===== config.mk =====
export PLATFORM = sky130hd
export DESIGN_NAME = pi_loop_filter_gs
export DESIGN_NICKNAME = d
export VERILOG_FILES = /design/src/rtl/pi_lf_pkg.sv /design/src/rtl/pi_lock_detector.sv /design/src/rtl/pi_loop_filter_gs.sv
export SDC_FILE = /design/constraint.sdc
export NUM_CORES = 1
export LEC_CHECK = 0
export BUFFER_PORTS_ARGS = -buffer_cell sky130_fd_sc_hd__buf_2
export CAP_MARGIN = 20
export CORE_MARGIN = 5
export CORE_UTILIZATION = 41
export CTS_CLUSTER_SIZE = 20
export DETAILED_ROUTE_END_ITERATION = 10
export GPL_ROUTABILITY_DRIVEN = 0
export SYNTH_ARGS = -nofsm -noshare
export SYNTH_HDL_FRONTEND = slang
export SYNTH_HIERARCHICAL = 1
export SYNTH_SLANG_ARGS = --single-unit

===== constraint.sdc =====
create_clock -name clk -period 13.15 [get_ports clk]
set_clock_uncertainty 0.2 [all_clocks]
set_input_delay 0 -clock clk [delete_from_list [all_inputs] [get_ports clk]]
set_output_delay 0 -clock clk [all_outputs]
set_load 0.02 [all_outputs]

===== src/rtl/pi_lf_pkg.sv =====
// Shared types and saturating helpers for the gear-shifting PI loop filter.
package pi_lf_pkg;

  typedef enum logic [1:0] {
    IDLE  = 2'd0,
    ACQ   = 2'd1,
    TRACK = 2'd2
  } state_e;

  typedef enum logic [1:0] {
    ERR_ZERO = 2'd0,
    ERR_POS  = 2'd1,
    ERR_NEG  = 2'd2
  } err_e;

  localparam int ARITH_W = 64;

  // Operands are carried wide enough that a+b never wraps; w sets the clamp.
  function automatic logic [ARITH_W-1:0] sat_add(input logic [ARITH_W-1:0] a,
                                                 input logic [ARITH_W-1:0] b,
                                                 input int w);
    logic [ARITH_W-1:0] lim;
    logic [ARITH_W-1:0] s;
    lim = (64'd1 << w) - 64'd1;
    s   = a + b;
    return (s > lim) ? lim : s;
  endfunction

  function automatic logic [ARITH_W-1:0] sat_sub(input logic [ARITH_W-1:0] a,
                                                 input logic [ARITH_W-1:0] b);
    return (b > a) ? '0 : a - b;
  endfunction

endpackage


===== src/rtl/pi_lock_detector.sv =====
// Lock detector and gear FSM: window balance test to lock, same-sign run length to unlock.
module pi_lock_detector
  import pi_lf_pkg::*;
#(
  parameter int LOCK_WIN   = 64,
  parameter int LOCK_TH    = 4,
  parameter int UNLOCK_RUN = 16
) (
  input  logic clk,
  input  logic rst,
  input  logic en,
  input  err_e err,
  output logic gear_trk,
  output logic locked
);

  localparam int CW = $clog2(LOCK_WIN + 1);
  localparam int RW = $clog2(UNLOCK_RUN + 1);
  localparam int BW = CW + 1;

  state_e        state;
  logic [CW-1:0] cnt;
  logic [BW-1:0] bal;      // two's complement up-minus-dn
  logic [RW-1:0] run;
  logic          last_pos;

  logic [CW-1:0] cnt_inc;
  logic [BW-1:0] bal_inc;
  logic [BW-1:0] bal_abs;
  logic [RW-1:0] run_inc;
  logic          pos;

  always_comb begin
    pos     = (err == ERR_POS);
    cnt_inc = cnt + CW'(1);
    bal_inc = pos ? bal + BW'(1) : bal - BW'(1);
    bal_abs = bal_inc[BW-1] ? (~bal_inc + BW'(1)) : bal_inc;
    if (run == '0 || pos != last_pos)
      run_inc = RW'(1);
    else if (run == RW'(UNLOCK_RUN))
      run_inc = run;
    else
      run_inc = run + RW'(1);
  end

  assign gear_trk = (state == TRACK);

  always_ff @(posedge clk or negedge rst) begin
    if (!rst) begin
      state    <= IDLE;
      cnt      <= '0;
      bal      <= '0;
      run      <= '0;
      last_pos <= 1'b0;
      locked   <= 1'b0;
    end else if (!en) begin
      state  <= IDLE;
      cnt    <= '0;
      bal    <= '0;
      run    <= '0;
      locked <= 1'b0;
    end else begin
      if (state == IDLE) state <= ACQ;
      if (err != ERR_ZERO) begin
        last_pos <= pos;
        if (state == TRACK) begin
          if (run_inc == RW'(UNLOCK_RUN)) begin
            state  <= ACQ;
            locked <= 1'b0;
            cnt    <= '0;
            bal    <= '0;
            run    <= '0;
          end else begin
            run <= run_inc;
          end
        end else begin
          // The run limit is deliberately ignored while acquiring.
          run <= run_inc;
          if (cnt_inc == CW'(LOCK_WIN)) begin
            cnt <= '0;
            bal <= '0;
            if (bal_abs <= BW'(LOCK_TH)) begin
              state  <= TRACK;
              locked <= 1'b1;
            end
          end else begin
            cnt <= cnt_inc;
            bal <= bal_inc;
          end
        end
      end
    end
  end

endmodule


===== src/rtl/pi_loop_filter_gs.sv =====
// Gear-shifting PI loop filter: saturating integrator plus proportional kick, gains from the lock FSM.
module pi_loop_filter_gs
  import pi_lf_pkg::*;
#(
  parameter int W          = 20,
  parameter int KP_ACQ     = 2000,
  parameter int KI_ACQ     = 64,
  parameter int KP_TRK     = 500,
  parameter int KI_TRK     = 8,
  parameter int INT_INIT   = 0,
  parameter int LOCK_WIN   = 64,
  parameter int LOCK_TH    = 4,
  parameter int UNLOCK_RUN = 16
) (
  input  logic         clk,
  input  logic         rst,
  input  logic         en,
  input  logic         up,
  input  logic         dn,
  output logic [W-1:0] dac,
  output logic         dac_vld,
  output logic         locked,
  output logic [W-1:0] integ
);

  err_e               err;
  logic               gear_trk;
  logic [ARITH_W-1:0] kp;
  logic [ARITH_W-1:0] ki;
  logic [W-1:0]       integ_next;
  logic [W-1:0]       dac_next;

  pi_lock_detector #(
    .LOCK_WIN  (LOCK_WIN),
    .LOCK_TH   (LOCK_TH),
    .UNLOCK_RUN(UNLOCK_RUN)
  ) u_lock (
    .clk     (clk),
    .rst     (rst),
    .en      (en),
    .err     (err),
    .gear_trk(gear_trk),
    .locked  (locked)
  );

  always_comb begin
    if (up && !dn)      err = ERR_POS;
    else if (dn && !up) err = ERR_NEG;
    else                err = ERR_ZERO;
  end

  // Gains follow the state registered before this edge, so a gear change lands one sample later.
  always_comb begin
    kp         = gear_trk ? ARITH_W'(KP_TRK) : ARITH_W'(KP_ACQ);
    ki         = gear_trk ? ARITH_W'(KI_TRK) : ARITH_W'(KI_ACQ);
    integ_next = integ;
    dac_next   = integ;
    case (err)
      ERR_POS: begin
        integ_next = W'(sat_add(ARITH_W'(integ), ki, W));
        dac_next   = W'(sat_add(ARITH_W'(integ_next), kp, W));
      end
      ERR_NEG: begin
        integ_next = W'(sat_sub(ARITH_W'(integ), ki));
        dac_next   = W'(sat_sub(ARITH_W'(integ_next), kp));
      end
      default: begin
        integ_next = integ;
        dac_next   = integ;
      end
    endcase
  end

  always_ff @(posedge clk or negedge rst) begin
    if (!rst) begin
      integ   <= W'(INT_INIT);
      dac     <= W'(INT_INIT);
      dac_vld <= 1'b0;
    end else if (en) begin
      integ   <= integ_next;
      dac     <= dac_next;
      dac_vld <= 1'b1;
    end else begin
      dac_vld <= 1'b0;
    end
  end

endmodule

==> impl_summary.md <==
Synthesis
The commonest cells after synthesis are sky130_fd_sc_hd__nand2_1 (69), sky130_fd_sc_hd__dfrtp_1 (65), sky130_fd_sc_hd__nor2_1 (65). The mux contribution to synthesized area is 3.254%. Yosys printed 6 warnings. The proportion of netlist area held by the largest area contributor is 26.61%.

The most instantiated flip-flop cell in the synthesis netlist is sky130_fd_sc_hd__dfrtp_1. Summing the areas of all compound-gate instances in the mapped netlist gives 26.18% of the synthesized area. In this run the cell area of the synthesized design comes to 0.006113 mm².

The number of enable flip-flop cells after synthesis is 0. The number of distinct library cell variants in the gate-level netlist after synthesis is 96. The XOR/XNOR share of the synthesized area is 6.693%. Synthesis inferred 65 register bits. The share of synthesized registers carrying an async set or reset is 100.0%. The combinational family with the most area after synthesis is compound AO/OA/AOI/OAI gates.

Of the total synthesized cell area, the portion taken by AND, OR, NAND and NOR gates is 25.56%. Summing the sequential cell areas from Yosys gives 26.61% of the chip area. The most common cell in the synthesized netlist is sky130_fd_sc_hd__nand2_1. The synthesized area per cell is 8.012 µm². After synthesis, the cell types taking the most area are sky130_fd_sc_hd__dfrtp_1 (27%), sky130_fd_sc_hd__ha_1 (6.3%), sky130_fd_sc_hd__o21ai_0 (5.0%). The adder-cell area share of the yosys netlist is 6.672%.

The post-synthesis net count is 800. The most area-hungry cell type in the Yosys netlist is sky130_fd_sc_hd__dfrtp_1. The number of instances in the synthesized netlist is 763.

STA
The final count of pins violating max slew was 0. The accumulated negative setup slack is 0 ns. The final setup violation count is 0. The final critical path takes up 46.37% of the cycle. The count of endpoints failing hold in the final timing report came to 0. At the pin with the least slew margin, the transition time is 1.031 ns.

The maximum clock frequency is 164.0 MHz. The max-slew headroom at the worst pin is 30.97%. Setup repair after global routing left no endpoint under its margin.

The post-route minimum period is 6.098 ns.

Cells and area
The layout overhead on the synthesized area is 9.456%. The fraction of final layout cells sized beyond drive strength 1 is 13.21%. The final design area excluding fillers is 0.006691 mm². The number of diodes is 0. The total number of nets in the final design is 819.

Power
The analysis attributes to cell leakage a power of 0.002733 µW. The clock share of power is 18.0%. Net switching is 49.76% of the power.

In this run, flip-flops and latches consume 26.6% of the power. The power per standard cell area is 190.0 mW/mm². The net switching power is 632.5 µW. The total internal power is 638.7 µW. The design draws 1271 µW. Per report_power, the combinational group accounts for 55.4% of the total. The peak supply drop is 0.08157 mV.

Clock network
The H-tree depth reported by CTS is 3. After clock tree synthesis, the setup repair step added 0 buffers. The later pin in the worst-skew pair is clocked with a latency of 0.35 ns. Post-CTS repair changed the size of 0 cells. The clock transition at the registers of the reported paths is 0.06 ns. The tree is rooted in a sky130_fd_sc_hd__clkbuf_16. The CTS tree is yes. The buffer depth of the longest clock path is 2. Counting every sink on the clock net gives 65.

The number of hold buffers added after CTS was 2. The number of buffers inserted during clock tree synthesis is 9.

Critical path
The launch point of the worst reg-to-reg path is u_lock/state[0]. The destination of the worst register-to-register timing path is dac[1]. The largest fanout of any net on the critical path is 21.

The worst setup path is of the flip-flop to flip-flop kind. The launch point of the worst path is u_lock/state[0]. The most critical setup path has its endpoint at dac[1].

STA puts the critical path data required time at 13.23 ns. The setup slack of the most critical reg-to-reg path is 7.05 ns. Measured in cells, the most critical reg-to-reg path has a length of 16. For the worst setup path, the data arrival time is 6.18 ns. The endpoint type of the worst setup path is a flip-flop. The worst setup path is launched from a flip-flop.

Floorplan
For this configuration, the core starts out at a cell density of 41.90%. The core area is 0.01459 mm². During I/O placement, the number of pins put on the boundary was 47. The count of standard-cell rows is 44. Measured along the y axis, the die boundary spans 132.1 µm. The die covers 0.01745 mm². The horizontal die dimension is 132.1 µm.

Global route
The first global-routing pass estimated 30.77 mm of wire. The number of global-route vias before repair is 5,789. The number of antenna violations at the first check in global routing came to 0. The maximum number of pins on one net before global-route repair is 66. The total global routing overflow is 0. The global-route total usage across every layer is 21.47%.

Run status
The flow ran to the end, and the final reports show no timing, DRC or antenna violations.

Routing
In the final routed layout, each cell accounts on average for 19.57 µm. The count of nets left with antenna violations once routing finished came out at 0. The total length of routed wires is 19.01 mm.

Detailed routing inserted a total of 6,050 vias. The first detailed-routing pass ran for 5 iterations. The detailed-route DRC error count is 0.

The average vias per placed instance is 6.231. The first routing iteration left 572 violations.

Placed design
The count of input and output buffers is 46. In this run the cell area measured after placement is 0.006397 mm². The HPWL after detailed placement is 13.64 mm.

Flow run
The max-cap check violation count is 0.

Worst hold path
The path class of the tightest hold or removal check is primary input to async pin.
[metal layers]
layer	share of wire [%]	vias to the layer above	routed length (µm)	global-route usage, %
met4	4.2	0	790	10.51
li1	-	2861	-	-
met1	46	2885	8791	29.43
met3	5.9	57	1116	4.198
met5	0	-	0	0
met2	44	247	8306	32.31
[worst max-delay path, stage by stage, from the launching register on]
cell and delay (ns):
sky130_fd_sc_hd__dfrtp_1 0.35, sky130_fd_sc_hd__nand2b_1 0.23, sky130_fd_sc_hd__inv_1 0.43, sky130_fd_sc_hd__inv_1 0.19
sky130_fd_sc_hd__ha_1 0.62, sky130_fd_sc_hd__o21ai_1 0.70, sky130_fd_sc_hd__or3_1 0.48, sky130_fd_sc_hd__nand2_1 0.13
sky130_fd_sc_hd__ha_1 0.23, sky130_fd_sc_hd__ha_1 0.22, sky130_fd_sc_hd__nor3b_1 0.25, sky130_fd_sc_hd__o21ai_0 0.23
sky130_fd_sc_hd__a2111o_1 0.57, sky130_fd_sc_hd__a41oi_2 0.69, sky130_fd_sc_hd__nand2_1 0.13, sky130_fd_sc_hd__a21oi_1 0.21
sky130_fd_sc_hd__a221o_1 0.17
[how the worst min path moves through the flow]
stage                     slack, ns         endpoint  cells past startpoint
after global routing           0.24        integ[13]                      5
after CTS                      0.18  u_lock/last_pos                      4
after detailed placement       0.06        integ[15]                      2
after global placement         0.05        integ[16]                      2
final                          0.16        integ[15]                      3
after floorplan               -0.50           dac[0]                      0
[per-stage QoR]
| stage | hold WS [ns] | setup WS [ns] | instances | utilization [%] |
|---|---|---|---|---|
| after CTS | 0.1767 | 7.163 | 971 | 45.87 |
| after global placement | 0.05207 | 7.371 | 953 | 43.85 |
| after global routing | 0.2446 | 6.637 | 971 | 45.87 |
| after floorplan | -0.4956 | 8.403 | 763 | - |
| final | 0.1598 | 7.052 | 971 | 45.87 |
| after detailed placement | 0.05800 | 7.246 | 953 | 43.85 |
[cell families (layout without fill, tap and decap cells)]
group,count (synthesis),in the layout
and+or+nand+nor,298,298
AOI/OAI and AO/OA,235,235
buffers and inverters,69,93
DFF,65,65
xor gates and xnor gates,45,45
adders and majority gates,32,32
muxes,19,19
[cells in the final DEF (no fill, tap or decap), types with 14 or more instances in the layout]
cell type,count
sky130_fd_sc_hd__a21oi_1,56
sky130_fd_sc_hd__a31oi_1,20
sky130_fd_sc_hd__buf_2,46
sky130_fd_sc_hd__dfrtp_1,65
sky130_fd_sc_hd__ha_1,31
sky130_fd_sc_hd__inv_1,22
sky130_fd_sc_hd__mux2i_1,14
sky130_fd_sc_hd__nand2_1,69
sky130_fd_sc_hd__nand2b_1,17
sky130_fd_sc_hd__nand3_1,24
sky130_fd_sc_hd__nand4_1,15
sky130_fd_sc_hd__nor2_1,65
sky130_fd_sc_hd__nor3_1,27
sky130_fd_sc_hd__o21ai_0,61
sky130_fd_sc_hd__or3_1,17
sky130_fd_sc_hd__xnor2_1,31
[state kept, by name, summed over array words and instances (netlist names)]
name and cells:
dac 20, u_lock/bal 8, u_lock/cnt 7, u_lock/state 2, u_lock/locked 1, dac_vld 1
u_lock/run 5, integ 20, u_lock/last_pos 1
[power groups by stage]
stage	clock network (µW)	logic, µW	registers, µW
detailed placement	0	692	339
global route	243	770	347
CTS	234	698	336
floorplan	0	533	318
global placement	0	688	338
finish	229	704	338
[area by class of cell]
type,instances,area (µm²)
flip-flops and latches,65,1627
clock inverters,6,45.04
clock buffers,10,229.0
fillers,1406,7898
repair buffers,54,295.3
inverters,23,86.33
well taps,184,230.2
multi-input cells,629,4179
Note: power is estimated with default switching activity, not from simulation.
